`config.mk`:
```
export PLATFORM = sky130hd
export DESIGN_NAME = demux1_8_seq
export DESIGN_NICKNAME = d
export VERILOG_FILES = /design/src/rtl/demux_pkg.sv /design/src/rtl/demux_ptr_ctr.sv /design/src/rtl/demux1_8_seq.sv
export SDC_FILE = /design/constraint.sdc
export NUM_CORES = 1
export LEC_CHECK = 0
export CAP_MARGIN = 20
export CORE_UTILIZATION = 49
export DETAILED_ROUTE_END_ITERATION = 16
export GPL_ROUTABILITY_DRIVEN = 0
export PLACE_DENSITY = 0.82
export REMOVE_ABC_BUFFERS = 1
export SLEW_MARGIN = 30
export SYNTH_ARGS = -nofsm -noshare
export SYNTH_HDL_FRONTEND = slang
export SYNTH_HIERARCHICAL = 1
export SYNTH_SLANG_ARGS = --single-unit
export TNS_END_PERCENT = 100
```
`constraint.sdc`:
```
create_clock -name CLK -period 3.09 [get_ports CLK]
set_input_delay 0.927 -clock CLK [delete_from_list [all_inputs] [get_ports CLK]]
set_output_delay 0.927 -clock CLK [all_outputs]
set_load 0.005 [all_outputs]
```
`src/rtl/demux_pkg.sv`:
```
// Shared types and constants for the registered 1-to-8 demultiplexer / collector.
package demux_pkg;

    localparam int unsigned DEMUX_DEFAULT_WIDTH = 8;

    localparam logic MODE_ADDR = 1'b0;
    localparam logic MODE_AUTO = 1'b1;

    typedef enum logic [1:0] {
        IDLE = 2'b00,
        FILL = 2'b01,
        HOLD = 2'b10
    } demux_state_t;

endpackage : demux_pkg

```
`src/rtl/demux_ptr_ctr.sv`:
```
// Auto-fill bit pointer: increments with natural wrap, synchronous clear,
// and flags the last bit index so the FSM knows when a word completes.
module demux_ptr_ctr #(
    parameter int unsigned WIDTH = 8,
    parameter int unsigned SEL_W = $clog2(WIDTH)
) (
    input  logic             clk_i,
    input  logic             rst_ni,
    input  logic             clr_i,
    input  logic             inc_i,
    output logic [SEL_W-1:0] ptr_o,
    output logic             last_o
);

    logic [SEL_W-1:0] ptr_q;
    logic [SEL_W-1:0] ptr_d;

    // Next pointer: clear wins over increment; WIDTH is a power of two so +1 wraps.
    always_comb begin
        ptr_d = ptr_q;
        if (clr_i) begin
            ptr_d = '0;
        end else if (inc_i) begin
            ptr_d = ptr_q + SEL_W'(1);
        end
    end

    // Pointer register with synchronous active-low reset.
    always_ff @(posedge clk_i) begin
        if (!rst_ni) begin
            ptr_q <= '0;
        end else begin
            ptr_q <= ptr_d;
        end
    end

    assign ptr_o  = ptr_q;
    assign last_o = (ptr_q == SEL_W'(WIDTH - 1));

endmodule : demux_ptr_ctr

```
`src/rtl/demux1_8_seq.sv`:
```
// Registered 1-to-8 demultiplexer and serial-to-parallel collector.
// Addressed mode writes IN to Output[Sel]; auto mode fills bits in order and
// presents the finished word with a Word_valid/Word_ready handshake.
// Optional feature macro: DEMUX1_8_TRISTATE_EN (Output floats while disabled or in reset).
module demux1_8_seq
    import demux_pkg::*;
#(
    parameter int unsigned WIDTH = DEMUX_DEFAULT_WIDTH,
    parameter int unsigned SEL_W = $clog2(WIDTH)
) (
    input  logic             CLK,
    input  logic             RST_N,
    input  logic             ENA,
    input  logic             Mode,
    input  logic             IN,
    input  logic             IN_valid,
    output logic             IN_ready,
    input  logic [SEL_W-1:0] Sel,
    output logic [WIDTH-1:0] Output,
    output logic             Word_valid,
    input  logic             Word_ready,
    output logic [SEL_W-1:0] Ptr
);

    demux_state_t     state_q, state_d;
    logic [WIDTH-1:0] out_q, out_d;
    logic             wv_q, wv_d;

    logic             accept;
    logic             ptr_clr;
    logic             ptr_inc;
    logic             ptr_last;
    logic [SEL_W-1:0] ptr;

    demux_ptr_ctr #(
        .WIDTH (WIDTH),
        .SEL_W (SEL_W)
    ) u_ptr (
        .clk_i  (CLK),
        .rst_ni (RST_N),
        .clr_i  (ptr_clr),
        .inc_i  (ptr_inc),
        .ptr_o  (ptr),
        .last_o (ptr_last)
    );

    // Ready is gated by reset and enable so a disabled block never accepts.
    assign IN_ready = RST_N && ENA && (state_q != HOLD);
    assign accept   = IN_valid && IN_ready;

    // Next-state, data steering and pointer control.
    always_comb begin
        state_d = state_q;
        out_d   = out_q;
        wv_d    = wv_q;
        ptr_clr = 1'b0;
        ptr_inc = 1'b0;
        case (state_q)
            IDLE: begin
                if (accept) begin
                    if (Mode == MODE_AUTO) begin
                        out_d[0] = IN;
                        ptr_inc  = 1'b1;
                        state_d  = FILL;
                    end else begin
                        out_d[Sel] = IN;
                    end
                end
            end
            FILL: begin
                if (accept) begin
                    out_d[ptr] = IN;
                    ptr_inc    = 1'b1;
                    if (ptr_last) begin
                        state_d = HOLD;
                        wv_d    = 1'b1;
                    end
                end
            end
            HOLD: begin
                if (ENA && Word_ready) begin
                    state_d = IDLE;
                    wv_d    = 1'b0;
                    ptr_clr = 1'b1;
                end
            end
            default: begin
                state_d = IDLE;
                wv_d    = 1'b0;
                ptr_clr = 1'b1;
            end
        endcase
    end

    // State, data and word-valid registers with synchronous active-low reset.
    always_ff @(posedge CLK) begin
        if (!RST_N) begin
            state_q <= IDLE;
            out_q   <= '0;
            wv_q    <= 1'b0;
        end else begin
            state_q <= state_d;
            out_q   <= out_d;
            wv_q    <= wv_d;
        end
    end

    // The completed-word flag survives a disable but is hidden while ENA is low.
    assign Word_valid = wv_q && ENA;
    assign Ptr        = ptr;

`ifdef DEMUX1_8_TRISTATE_EN
    assign Output = (ENA && RST_N) ? out_q : {WIDTH{1'bz}};
`else
    assign Output = out_q;
`endif

endmodule : demux1_8_seq

```
==> reports/qor.csv <==
stage,metric,value,unit
route,drt_pre_antenna_iters,4,
cells_and_area,layout-drive-gt1-share,6.14,%
cells_and_area,syn_to_final_growth,31.2,%
cts,cts_hold_buf,0,
floorplan,dieArea,1820,sq um
sta,setup_tns,0,ns
synth,syn_area,810,sq um
cts,cts_max_path_buffers,2,
synth,syn_inst,91,
route,viasPerCell,5.75,
power,p_sw_share,22.6,%
power,powerDensity,337,nW/um^2
power,power_switching,0.0809,mW
cts,cts_inserted_buffers,3,
route,vias,748,
cts,clkLatencyLatePin,0.28,ns
floorplan,die_h,42.6,um
route,drt-total-wl,1840,um
sta,setup_viol_count_final,0,
sta,skew,0.000780,ns
worst_setup_path,reg2reg_from,state_q[1],
cells_and_area,fin_nets,127,
floorplan,start_util,53.1,%
synth,synth_mux_area_share,11.1,%
power,clock_power_share,36.1,%
synth,synth-xor-area-share,1.08,%
worst_setup_path,timing.rr.end,Output[7],
global_routing,grt_max_degree,15,
floorplan,rows,14,
outcome,status,"finished, final reports clean",
global_routing,grt_pass1_vias,703,
flow_run,maxCapViolCount,0,
power,seqPwrFrac,51.7,%
cts,clock-sinks,14,
worst_setup_path,cp.arrival,2.09,ns
cells_and_area,num-fill-cells,129,
synth,avgSynthCellArea,8.90,sq um
power,intPower,0.277,mW
synth,synth_top_family_by_area,simple AND/OR/NAND/NOR gates,
sta,hold_viol_final,0,
worst_setup_path,regToRegSetupSlack,1.61,ns
hold_path,hold_class,reg2reg,
power,leakagePower,0.405,nW
global_routing,grt_pass1_wl,3170,um
cts,htreeDepth,1,
worst_setup_path,endpoint,IN_ready,
cells_and_area,final_cell_mix,"22 x clkdlybuf4s50_1, 14 x dfxtp_1, 13 x nand2_1",
synth,synth_fa_ha_area_share,3.09,%
sta,finalCritPeriodShare,97.6,%
route,first_iter_violations,10,
synth,synth_compound_area_share,11.9,%
worst_setup_path,cp_max_fo,2,
power,ir_worst_vdd,0.293,mV
cells_and_area,num_antenna_cells,0,
route,drtAntennaViolNets,0,
route,drc_errors,0,
synth,synthFlopType,dfxtp_1,
synth,ys_warn_count,6,
floorplan,die_x,42.6,um
sta,fmax,0.331,GHz
floorplan,pin_count,23,
cts,path_clk_slew,0.08,ns
synth,seq_area_frac_synth,34.6,%
cells_and_area,mostFrequentLayoutCell,clkdlybuf4s50_1,
global_routing,grt_usage,23.4,%
global_routing,antenna_found_initial,0,
worst_setup_path,critPathKind,in2out,
global_routing,overflow,0,
synth,yosys_register_bits,14,
sta,slew_headroom,76.3,%
sta,tightest_slew,0.349,ns
worst_setup_path,crit_start,RST_N,
floorplan,core_region_area,1520,sq um
route,wl_per_cell,14.1,um
sta,fin_crit,3.02,ns
sta,maxSlewViolCount,0,
cts,cts_resized,0,
worst_setup_path,r2r_cells,4,
sta,rsz0062_at_grt,false,
cts,postCtsSetupBuffers,0,
synth,synth_edf_count,0,
worst_setup_path,required,2.16,ns
place,dp_hpwl,1290,um
cts,root_buffer,clkbuf_4,
worst_setup_path,end_kind,primary output,
place,portBuffers,22,
place,place_ws,0.0762,ns
synth,synth_cell_types,30,
synth,async_flop_share,0,%
cts,cts_tree,yes,
power,power_frac_comb,12.2,%
worst_setup_path,start_kind,input pin,
sta,worst_slack,0.0731,ns
synth,synthSimpleGateAreaFrac,34.3,%
[registers in the layout (all words and copies together), names as in the netlist]
| signal | flops |
|---|---|
| Output | 8 |
| state_q | 2 |
| u_ptr/ptr_o | 3 |
| wv_q | 1 |
[worst max-delay path, stage by stage]
cell	delay, ns
clkdlybuf4s50_1	0.51
and3_1	0.16
clkdlybuf4s50_1	0.49
[cells by family after synthesis]
family | count (synthesis)
fa+ha+maj | 2
buf+inv | 4
compound gates | 15
simple gates | 46
xor+xnor | 1
flops | 14
mux | 9
[worst min-delay path by stage]
stage | cells after the start | start | slack, ns | to
5_1_grt | 2 | Output[5] | 0.50 | Output[5]
2_1_floorplan | 2 | Output[7] | 0.45 | Output[7]
3_3_place_gp | 2 | Output[7] | 0.45 | Output[7]
6_report | 2 | Output[1] | 0.46 | Output[1]
4_1_cts | 2 | Output[3] | 0.47 | Output[3]
3_5_place_dp | 2 | Output[2] | 0.45 | Output[2]
[metal layers]
| metal | global-route usage, % | part of all wire [%] |
|---|---|---|
| met2 | 36.1 | 48 |
| met4 | 10.6 | 2.2 |
| met1 | 29.0 | 46 |
| met3 | 8.19 | 4.0 |
| met5 | 0 | 0 |
[synth_stat cells, types with 2 or more instances]
cell	number	share of area (%)
ha_1	2	3.1
nand2b_1	2	1.5
nand2_1	13	6.0
nor3b_1	2	1.9
o21ai_0	5	3.1
nand4_1	2	1.5
buf_6	2	2.8
and4b_1	3	3.7
nand3_1	2	1.2
mux2i_1	9	11
and2_1	3	2.3
o21ai_1	3	1.9
nor3_1	5	3.1
nor4b_1	6	6.5
nor2_1	3	1.4
dfxtp_1	14	35
o21a_1	2	1.9
[cell type report]
| class | count | area, sq um | share of cell area, % |
|---|---|---|---|
| Clock buffer | 4 | 36.3 | 3.42 |
| Tap cell | 16 | 20.0 | 1.88 |
| Multi-Input combinational cell | 73 | 498 | 46.9 |
| Sequential cell | 14 | 280 | 26.4 |
| Timing Repair Buffer | 23 | 228 | 21.4 |
[power groups by stage]
stage	Clock (mW)	Combinational [mW]	Sequential [mW]
finish	0.129	0.0435	0.185
floorplan	0	0.0169	0.189
detailed placement	0	0.0429	0.189
global placement	0	0.0416	0.189
global route	0.141	0.0473	0.186
CTS	0.134	0.0433	0.185
[stage by stage]
step           hold slack (ns)  std cells  total power [mW]  util [%]  cell area [sq um]
6_report                 0.463        130             0.358      69.7               1060
3_3_place_gp             0.445        126             0.231      67.3               1030
4_1_cts                  0.468        130             0.363      69.7               1060
5_1_grt                  0.500        130             0.374      69.7               1060
3_5_place_dp             0.450        126             0.232      67.3               1030
2_1_floorplan            0.451         87             0.206         -                778
No activity file was read; power rests on OpenSTA's default activity.
